[src/rtl/rx_char_queue.sv]
// Normalising receive-character queue (UART -> Morse keyer); RXQ_BACKSPACE_EN enables 0x08/0x7F erase.
// Latency: a byte strobed on cycle N is presented first-word-fall-through on cycle N+1.
// Backpressure: out_valid/out_ready pop; a push into a full queue without a pop is lost and flagged.
module rx_char_queue #(
    parameter int DEPTH_LOG2 = 6
) (
    input  logic                  clk_24,
    input  logic                  rst,
    input  logic                  rx_stb,
    input  logic [7:0]            rx_data,
    output logic                  out_valid,
    input  logic                  out_ready,
    output logic [6:0]            out_ascii,
    output logic [DEPTH_LOG2:0]   level,
    output logic                  full,
    output logic                  overflow,
    output logic [7:0]            drop_count
);

    localparam int DEPTH = 1 << DEPTH_LOG2;
    localparam logic [DEPTH_LOG2:0]   LVL_FULL = (DEPTH_LOG2+1)'(DEPTH);
    localparam logic [DEPTH_LOG2:0]   LVL_ONE  = (DEPTH_LOG2+1)'(1);
    localparam logic [DEPTH_LOG2:0]   LVL_TWO  = (DEPTH_LOG2+1)'(2);
    localparam logic [DEPTH_LOG2-1:0] PTR_ONE  = (DEPTH_LOG2)'(1);

    logic [6:0]            mem [DEPTH];
    logic [DEPTH_LOG2-1:0] rd_ptr;
    logic [DEPTH_LOG2-1:0] wr_ptr;
    logic [DEPTH_LOG2:0]   level_nxt;

    logic       char_ok;
    logic [6:0] char_val;
    logic       bs_req;
    logic       filtered;
    logic       pop;
    logic       push;
    logic       lost;
    logic       bs_do;

    always_comb begin
        char_ok  = 1'b0;
        char_val = '0;
        bs_req   = 1'b0;
        if (!rx_data[7]) begin
            if (rx_data >= 8'h61 && rx_data <= 8'h7A) begin
                char_ok  = 1'b1;
                char_val = rx_data[6:0] - 7'h20;
            end else if (rx_data == 8'h0D || rx_data == 8'h0A) begin
                char_ok  = 1'b1;
                char_val = 7'h20;
            end else if (rx_data >= 8'h20 && rx_data != 8'h7F) begin
                char_ok  = 1'b1;
                char_val = rx_data[6:0];
            end
`ifdef RXQ_BACKSPACE_EN
            else if (rx_data == 8'h08 || rx_data == 8'h7F) begin
                bs_req = 1'b1;
            end
`endif
        end
    end

    // Backspace on a queue that is (or is about to be) empty is silently ignored, not counted.
    always_comb begin
        pop       = out_valid && out_ready;
        filtered  = rx_stb && !char_ok && !bs_req;
        push      = rx_stb && char_ok && (!full || pop);
        lost      = rx_stb && char_ok && full && !pop;
        bs_do     = rx_stb && bs_req && ((level >= LVL_TWO) || (level == LVL_ONE && !pop));
        level_nxt = level + (DEPTH_LOG2+1)'(push)
                          - (DEPTH_LOG2+1)'(pop)
                          - (DEPTH_LOG2+1)'(bs_do);
    end

    always_ff @(posedge clk_24) begin
        if (rst) begin
            rd_ptr     <= '0;
            wr_ptr     <= '0;
            level      <= '0;
            out_valid  <= 1'b0;
            full       <= 1'b0;
            overflow   <= 1'b0;
            drop_count <= '0;
        end else begin
            if (push) begin
                wr_ptr <= wr_ptr + PTR_ONE;
            end else if (bs_do) begin
                wr_ptr <= wr_ptr - PTR_ONE;
            end
            if (pop) begin
                rd_ptr <= rd_ptr + PTR_ONE;
            end
            level     <= level_nxt;
            out_valid <= (level_nxt != '0);
            full      <= (level_nxt == LVL_FULL);
            if (lost) begin
                overflow <= 1'b1;
            end
            if ((filtered || lost) && drop_count != 8'hFF) begin
                drop_count <= drop_count + 8'd1;
            end
        end
    end

    // Storage carries no reset; pointers and level define what is valid.
    always_ff @(posedge clk_24) begin
        if (push) begin
            mem[wr_ptr] <= char_val;
        end
    end

    assign out_ascii = out_valid ? mem[rd_ptr] : 7'h00;

endmodule

[config.mk]
export PLATFORM = sky130hd
export DESIGN_NAME = rx_char_queue
export DESIGN_NICKNAME = d
export VERILOG_FILES = /design/src/rtl/rx_char_queue.sv
export SDC_FILE = /design/constraint.sdc
export NUM_CORES = 1
export LEC_CHECK = 0
export ABC_CLOCK_PERIOD_IN_PS = 7700
export CAP_MARGIN = 20
export CORE_ASPECT_RATIO = 1.5
export CORE_MARGIN = 2
export CORE_UTILIZATION = 35
export DETAILED_ROUTE_END_ITERATION = 12
export GPL_ROUTABILITY_DRIVEN = 0
export HOLD_SLACK_MARGIN = 0.1
export SLEW_MARGIN = 30
export SYNTH_ARGS = -nofsm -noshare
export SYNTH_HDL_FRONTEND = slang
export SYNTH_SLANG_ARGS = --single-unit
export TNS_END_PERCENT = 5
[constraint.sdc]
create_clock -name clk_24 -period 7.7 [get_ports clk_24]
set_clock_uncertainty 0.15 [all_clocks]
set_input_delay 1.54 -clock clk_24 [delete_from_list [all_inputs] [get_ports clk_24]]
set_output_delay 1.54 -clock clk_24 [all_outputs]
set_load 0.01 [all_outputs]
==> results.md, run 1 <==
- The HPWL after detailed placement is approximately 27000 um.
- The synthesized instance count is 1042.
- On the worst path, the slowest cell contributes a delay of 930 ps.
- In this run, distinct cell masters in the synthesized netlist total 65.
- For this run, asynchronously set or reset flops after synthesis account for 0%.
- The TritonCTS clock tree is done.
- The library cell contributing the largest single delay on the critical path is sky130_fd_sc_hd__dfxtp_4.
- The number of levels the H-tree was split into is 2.
- Across all register-to-register paths, the minimum setup slack is slightly above 4000 ps.
- The longest clock path from root to sink contains 3 buffers.
- Cells fill 40.0% of the core in the end.
- The cell type contributing the most total cell area after synthesis is sky130_fd_sc_hd__edfxtp_1.
- Setup violations remaining at the end of the flow were counted as 0.
- The end of the worst register-to-register path is out_valid.
- The clock transition at the register clock pins on the worst setup and hold paths after CTS is 60 ps.
- For this run, the register share of the synthesized area comes to 73.1%.
- Global routing finished with a remaining overflow of 0.
- The largest driver fanout on the critical path is 55.
- The flip-flop and latch count after synthesis is 484.
- Setup repair after global routing left no endpoint under its margin.
- The worst-case IR drop observed on VDD is ~0.24 mV.
- Headroom to the max-slew limit came out at roughly two fifths.
- The final critical path takes up 75.5% of the cycle.
- The startpoint class of the critical path is a flip-flop.
- The leading register cell type out of synthesis is sky130_fd_sc_hd__edfxtp_1.
- The number of nets in the synthesized netlist is 1066.
- The clock net sink count is 484.
- Summed over all cells, the static leakage comes to around 6.3 nW.
- The hold buffer count at cts is 0.
- The critical path's top delay family is buffers and inverters.
- The pin count of the biggest net entering global routing is 65.
- The detailed-route via count is 9833.
- 37 I/O pins were placed.
- The startpoint of the worst-slack reg-to-reg timing path is out_valid.
- The routed length per instance is 24.0 um.
- The number of design-rule violations left by the first detailed-router iteration is 842.
- Port buffering added 36 buffers.
- The area added between synthesis and finish is 12.9%.
- The vertical extent of the die is 292 um.
- After synthesis the cells add up to 0.0194 mm^2.
- STA classifies the critical path endpoint as an output pin.
- The total global-route track usage is 15.4%.
- The logic depth of the worst setup path including buffers is 7.
- The total power per unit cell area is 273 mW/mm^2.
- The filler cell count is 4797.
- At the worst endpoint, the arrival time is 4130 ps.
- The post-CTS setup-driven buffer insertion count is 0.
- After detailed routing, the number of remaining DRC violations is 0.
- For the worst setup path, the data required time is 6010 ps.
- At the end of the flow, the number of nets in the layout was 1111.
- The average size of a mapped cell is between 15 and 20 um^2.
- The number of core rows is around 110.
- In this run the worst hold path is classified as flip-flop to flip-flop.
- The tool flagged a number of max-cap violations equal to 0.
- The kind of critical path is flip-flop to output pin.
- The number of hold violations in the final report was 0.
- Power comes to about 6 mW.
- The share of final-layout standard cells stronger than drive strength 1 is a little under a fifth.
- By area the synthesized netlist is led by sky130_fd_sc_hd__edfxtp_1 69%, sky130_fd_sc_hd__mux4_2 12%, sky130_fd_sc_hd__dfxtp_1 3.7%.
- Based on the critical path, the design can be clocked at up to 172 MHz.
- The worst path buffer plus inverter count is 2.
- The number of resized instances in the post-cts repair step is 0.
- The first detailed-routing pass ran for 5 iterations.
- Summed over all layers, the routed wires come to 43600 um.
- The count of antenna-violating nets left after detailed routing is 0.
- The termination of the worst setup path is out_ascii[5].
- The path depth of the worst reg2reg path is 15.
- sky130_fd_sc_hd__edfxtp_1 is the most common cell in the netlist.
- Dividing the detail-routed via count by the number of cells gives 5.41.
- The flow ran to the end, and the final reports show no timing, DRC or antenna violations.
- CTS placed an instance of sky130_fd_sc_hd__clkbuf_16 at the clock tree root.
- The transition at the pin with the smallest max-transition slack is ~900 ps.
- The commonest cells after synthesis are 448 x sky130_fd_sc_hd__edfxtp_1, 107 x sky130_fd_sc_hd__mux4_2, 102 x sky130_fd_sc_hd__nor2_1.
- The width of the die is 196 um.
- The wire length of the first global-routing pass is 65300 um.
- The signal on the critical path passes through buf_4 -> mux4_2 -> mux2i_1 -> a211oi_1 -> a21oi_1 -> o22ai_1 -> clkdlybuf4s50_1.
- The number of slew-limit violations in the final report was 0.
- The core region is 0.0548 mm^2.
- The antenna diode instance count is 0.
- The clock period minus worst slack is ~5800 ps.
- The total die area is ~0.057 mm^2.
- The via count of the first global-routing pass was 10100.
- The number of clock buffers added by TritonCTS is 43.
- The final hold slack is 320 ps.
- The initial antenna violation count is 0.
- The number of synthesized flops with an enable pin is about 450.
- The sum of negative setup slack is 0 ps.
- The share of Yosys cell area claimed by the top area cell type is 69.3%.
- During synthesis, Yosys emitted a total of 0 warnings.
- For this configuration, the core starts out at a cell density of 35.4%.
- Clock latency on the worst-skew pair, taken at its later pin, is 540 ps.
[worst min-delay path by stage]
stage                     slack [ps]       from        end  cells after the start
after floorplan                  310  rd_ptr[5]  flip-flop                      2
after global placement           310   overflow   overflow                      1
after detailed placement         310   overflow   overflow                      1
after CTS                        330   overflow   overflow                      1
after global routing             360   overflow   overflow                      1
final                            320   overflow   overflow                      1
[sequential cells by signal, summed over array words and instances, names as in the netlist, named ones only]
register	count
mem	448
drop_count	8
level	7
rd_ptr	6
wr_ptr	6
full	1
out_valid	1
overflow	1
[stage by stage]
step | instance area [um^2] | cells | worst slack (ps)
global route | 21900 | 1816 | 1730
global placement | 20400 | 1736 | 2230
floorplan | 19400 | 1042 | 2100
detailed placement | 20400 | 1736 | 2060
CTS | 21900 | 1815 | 1840
finish | 21900 | 1816 | 1880
[cells in the final DEF (no fill, tap or decap), types with 5 or more instances in the layout]
master                              n
sky130_fd_sc_hd__edfxtp_1         448
sky130_fd_sc_hd__mux4_2           107
sky130_fd_sc_hd__nor2_1           102
sky130_fd_sc_hd__clkbuf_16         45
sky130_fd_sc_hd__clkdlybuf4s50_1   35
sky130_fd_sc_hd__dfxtp_1           33
sky130_fd_sc_hd__nand2_1           31
sky130_fd_sc_hd__o21ai_0           22
sky130_fd_sc_hd__mux2i_1           22
sky130_fd_sc_hd__a21oi_1           16
sky130_fd_sc_hd__clkbuf_1          15
sky130_fd_sc_hd__nand3_1           14
sky130_fd_sc_hd__o22ai_1           14
sky130_fd_sc_hd__inv_1             13
sky130_fd_sc_hd__buf_4             13
sky130_fd_sc_hd__xor2_1            12
sky130_fd_sc_hd__nand4_1           11
sky130_fd_sc_hd__nor2b_1           11
sky130_fd_sc_hd__ha_1              11
sky130_fd_sc_hd__a211oi_1          10
sky130_fd_sc_hd__or3_1              9
sky130_fd_sc_hd__nand2b_1           7
sky130_fd_sc_hd__and2_1             7
sky130_fd_sc_hd__nor3_1             6
sky130_fd_sc_hd__bufinv_16          6
sky130_fd_sc_hd__mux2_2             5
sky130_fd_sc_hd__xnor2_1            5
sky130_fd_sc_hd__clkinv_2           5
[cell type report]
type | count | area, um^2 | share of cell area (%)
clock buffer | 62 | 1210 | 5.53
clock inverter | 17 | 236 | 1.08
inverter | 13 | 48.8 | 0.223
multi-input combinational | 494 | 4850 | 22.2
sequential | 484 | 14200 | 64.8
tap | 695 | 870 | 3.97
timing repair buffer | 51 | 493 | 2.25
[cells by family after synthesis]
group	synth area share [%]
AOI/OAI and AO/OA	3.57
buffers and inverters	2.04
muxes	14.1
xor gates and xnor gates	0.767
adders and majority gates	0.813
and+or+nand+nor	5.64
DFF	73.1
[report_power, final]
| part | switching (mW) | internal, mW | total, mW |
|---|---|---|---|
| logic | 0.419 | 0.378 | 0.797 |
| registers | 0.0718 | 2.90 | 2.97 |
| clock network | 0.924 | 1.30 | 2.22 |
| total | 1.41 | 4.57 | 5.99 |
[routing by layer]
layer | up-vias | global-route usage, % | wire length, um | share of wire [%]
li1 | 4284 | - | - | -
met1 | 5104 | 18.6 | 16600 | 38
met2 | 358 | 27.3 | 22800 | 52
met3 | 87 | 2.60 | 2560 | 5.9
met4 | 0 | 6.43 | 1640 | 3.8
met5 | - | 0 | 0 | 0
(Power assumes the default switching activity.)
==> inputs of run 2 (changes only) <==
--- a/config.mk
+++ b/config.mk
@@ -5,7 +5,7 @@
 export SDC_FILE = /design/constraint.sdc
 export NUM_CORES = 1
 export LEC_CHECK = 0
-export ABC_CLOCK_PERIOD_IN_PS = 7700
+export ABC_CLOCK_PERIOD_IN_PS = 5500
 export CAP_MARGIN = 20
 export CORE_ASPECT_RATIO = 1.5
 export CORE_MARGIN = 2
==> constraint.sdc (replaced) <==
create_clock -name clk_24 -period 5.5 [get_ports clk_24]
set_clock_uncertainty 0.15 [all_clocks]
set_input_delay 1.1 -clock clk_24 [delete_from_list [all_inputs] [get_ports clk_24]]
set_output_delay 1.1 -clock clk_24 [all_outputs]
set_load 0.01 [all_outputs]
==> results.md, run 2 (same netlist as run 1, synthesis figures left out) <==
- The run finished with clean final reports.
- The share of final-layout standard cells stronger than drive strength 1 is 21.6% (+3.1 points).
- The placed standard-cell area is 0.0207 mm^2 (+1.1%).
- The critical path data required time is 4250 ps (-1760 ps).
- The part of the total power dissipated in the clock network is 37.8% (+0.7 points).
- The total wire length after detailed routing was 44500 um (+2.0%).
- The number of levels the H-tree was split into is 2 (unchanged).
- The worst setup path is captured at an output pin.
- The number of failing setup endpoints in the final timing report came to 0 (unchanged).
- The largest registers in the layout are mem (448), drop_count (8), level (7).
- The area of the multi-input gates is 0.00485 mm^2 (about the same).
- The cell-internal power is 6.43 mW (+41%).
- The first-pass detailed-route iteration total was 7 (+2).
- The instance count along the most critical hold path came to 1 (unchanged).
- The clock transition at the register clock pins on the worst setup and hold paths after CTS is 70 ps (about the same).
- The number of resized instances in the post-cts repair step is 0 (unchanged).
- The path depth of the worst reg2reg path is 15 (unchanged).
- The filler cell count is 4801 (+0.083%).
- The final hold slack is 322 ps (+1.91 ps).
- The most common cell after layout, fill and taps aside is sky130_fd_sc_hd__edfxtp_1.
- In the layout the commonest cells are 448 x sky130_fd_sc_hd__edfxtp_1, 107 x sky130_fd_sc_hd__mux4_2, 102 x sky130_fd_sc_hd__nor2_1.
- The number of hold violations in the final report is 0 (unchanged).
- The via density per instance came to 5.37 (-0.85%).
- The number of core rows is 105 (unchanged).
- The number of design-rule violations left by the first detailed-router iteration came to 760 (-9.7%).
- The part of the power in combinational logic is 13.1% (-0.2 points).
- The insertion delay to the later sink of the worst-skew pair is 550 ps (about the same).
- The final critical-path share of the clock period is 89.9%.
- The HPWL reported at the end of detailed placement is 28600 um (+4.7%).
- The buffer depth of the longest clock path came to 3 (unchanged).
- The total global-route track usage is 15.6% (+0.14 points).
- mem holds more flip-flops than any other register.
- The sum of negative setup slack is 0 ps (unchanged).
- The via count of the first global-routing pass is 10300 (+2.0%).
- The pin count of the biggest net entering global routing was 65 (unchanged).
- The largest driver fanout on the critical path came to 22 (-60%).
- The count of buffers from port buffering is 36 (unchanged).
- The number of slew-limit violations in the final report is 0 (unchanged).
- Relative to the synthesized area, the layout overhead comes to 14.3%.
- The initial antenna violation count is 1 (+1).
- The startpoint class of the critical path is a flip-flop.
- The effective utilization at floorplan is 35.4% (unchanged).
- Clock tree synthesis selected as its root buffer the cell sky130_fd_sc_hd__clkbuf_16.
- The clock net sink count is 484 (unchanged).
- The kind of critical path is flip-flop to output pin.
- The number of flip-flops under the largest register name is 448 (unchanged).
- The TritonCTS clock tree is done.
- The stage delay of the slowest cell on the critical path is 640 ps (-290 ps).
- The count of antenna-violating nets left after detailed routing came to 0 (unchanged).
- The register cell area after layout came to 0.0142 mm^2 (unchanged).
- The worst slew margin relative to its limit was 39.5% (-0.30 points).
- The transition at the pin with the smallest max-transition slack is 907 ps (+7.77 ps).
- The static leakage power is 6.49 nW (+3.1%).
- The post-CTS setup-driven buffer insertion count is 0 (unchanged).
- The final routed DRC violation total was 0 (unchanged).
- The total power per unit cell area is 382 mW/mm^2 (+40%).
- The number of violations of the max-capacitance limit came to 0 (unchanged).
- The number of nets in the layout is 1139 (+2.5%).
- The number of buffers created by CTS is 44 (+2.3%).
- The detailed-route via count was 9910 (+0.78%).
- The I/O pin total is 37 (unchanged).
- The core utilization of the finished layout is 40.5% (+0.52 points).
- The clock period could shrink to 4950 ps.
- The switching power of the nets is 2.04 mW (+44%).
- The vertical extent of the die is 292 um (unchanged).
- The signal on the critical path passes through buf_4 -> mux4_2 -> a211oi_1 -> a21oi_1 -> a21oi_1 -> o22ai_1 -> clkdlybuf4s50_1.
- Setup repair after global routing left no endpoint under its margin.
- The largest individual stage delay along the critical path comes from the cell sky130_fd_sc_hd__dfxtp_4.
- The wire length of the first global-routing pass is 66600 um (+2.0%).
- The antenna diode instance count came to 0 (unchanged).
- The total die area is 0.0574 mm^2 (unchanged).
- The share of total power consumed by net switching is 24.1% (+0.45 points).
- The sequential share of power is 49.1% (-0.5 points).
- By instance count, the cell type seen most on the critical path is sky130_fd_sc_hd__a21oi_1.
- The maximum achievable frequency is about 200 MHz.
- The routed length per instance is 24.1 um (+0.34%).
- The arrival time of data at the critical path endpoint is 3700 ps (-430 ps).
- The global-route congestion overflow total came to 0 (unchanged).
- The area of the core is 0.0548 mm^2 (unchanged).
- The width of the die is 196 um (unchanged).
- The class of the most critical hold timing path is flip-flop to flip-flop.
- The hold buffer count at cts came to 0 (unchanged).
- The worst voltage drop across the vdd grid is 0.278 mV (+18%).
- The total non-filler cell area in the finished layout is 0.0222 mm^2 (+1.3%).
run 2: cell count changes in the layout (fill, tap and decap cells not counted):
cell	change
sky130_fd_sc_hd__buf_4	+26
sky130_fd_sc_hd__and2_4	-2
sky130_fd_sc_hd__clkinv_2	+4
sky130_fd_sc_hd__clkinv_1	-1
sky130_fd_sc_hd__and2_2	+2
sky130_fd_sc_hd__inv_6	+5
sky130_fd_sc_hd__buf_12	+1
sky130_fd_sc_hd__bufinv_16	-1
sky130_fd_sc_hd__clkbuf_8	+5
sky130_fd_sc_hd__clkbuf_1	-10
sky130_fd_sc_hd__clkinv_4	+1
run 2: power groups by stage:
stage	Combinational [mW]	Sequential, mW	Clock [mW]
after floorplan	0.793	4.18	0
after global placement	1.11	4.25	0
after detailed placement	1.13	4.25	0
after CTS	1.13	4.17	3.25
after global routing	1.22	4.18	3.37
final	1.11	4.16	3.20
run 2: cell type report:
| type | instances | area share [%] |
|---|---|---|
| clock inverters | 25 | 1.24 |
| inverters | 13 | 0.220 |
| clock buffers | 57 | 5.60 |
| multi-input cells | 494 | 21.9 |
| well taps | 695 | 3.92 |
| flip-flops and latches | 484 | 64.0 |
| repair buffers | 78 | 3.19 |
run 2: path summary, 6_finish.rpt:
| kind | startpoint | end | slack [ps] |
|---|---|---|---|
| max | flip-flop | out_ascii[5] | 550 |
| min | overflow | overflow | 320 |
| max reg2reg | out_valid | out_valid | 1950 |
| min reg2reg | overflow | overflow | 320 |
run 2: metrics by stage:
stage                     setup slack [ps]  power [mW]  instances
final                                  553        8.47       1846
after global routing                   439        8.77       1846
after CTS                              497        8.55       1846
after detailed placement               419        5.38       1764
after global placement                 442        5.36       1764
after floorplan                        340        4.97       1042
run 2: routing by layer:
| metal | share of wire (%) | GRT usage (%) | up-vias |
|---|---|---|---|
| met3 | 4.6 | 1.93 | 66 |
| li1 | - | - | 4350 |
| met1 | 39 | 19.2 | 5204 |
| met5 | 0 | 0 | - |
| met4 | 2.9 | 5.14 | 0 |
| met2 | 53 | 28.3 | 290 |
run 2: worst max-delay path: cells and delay by family (launching register included):
kind	cells	cell delay (ps)
compound gates	4	1000
buf+inv	2	920
flops	1	640
mux	1	560
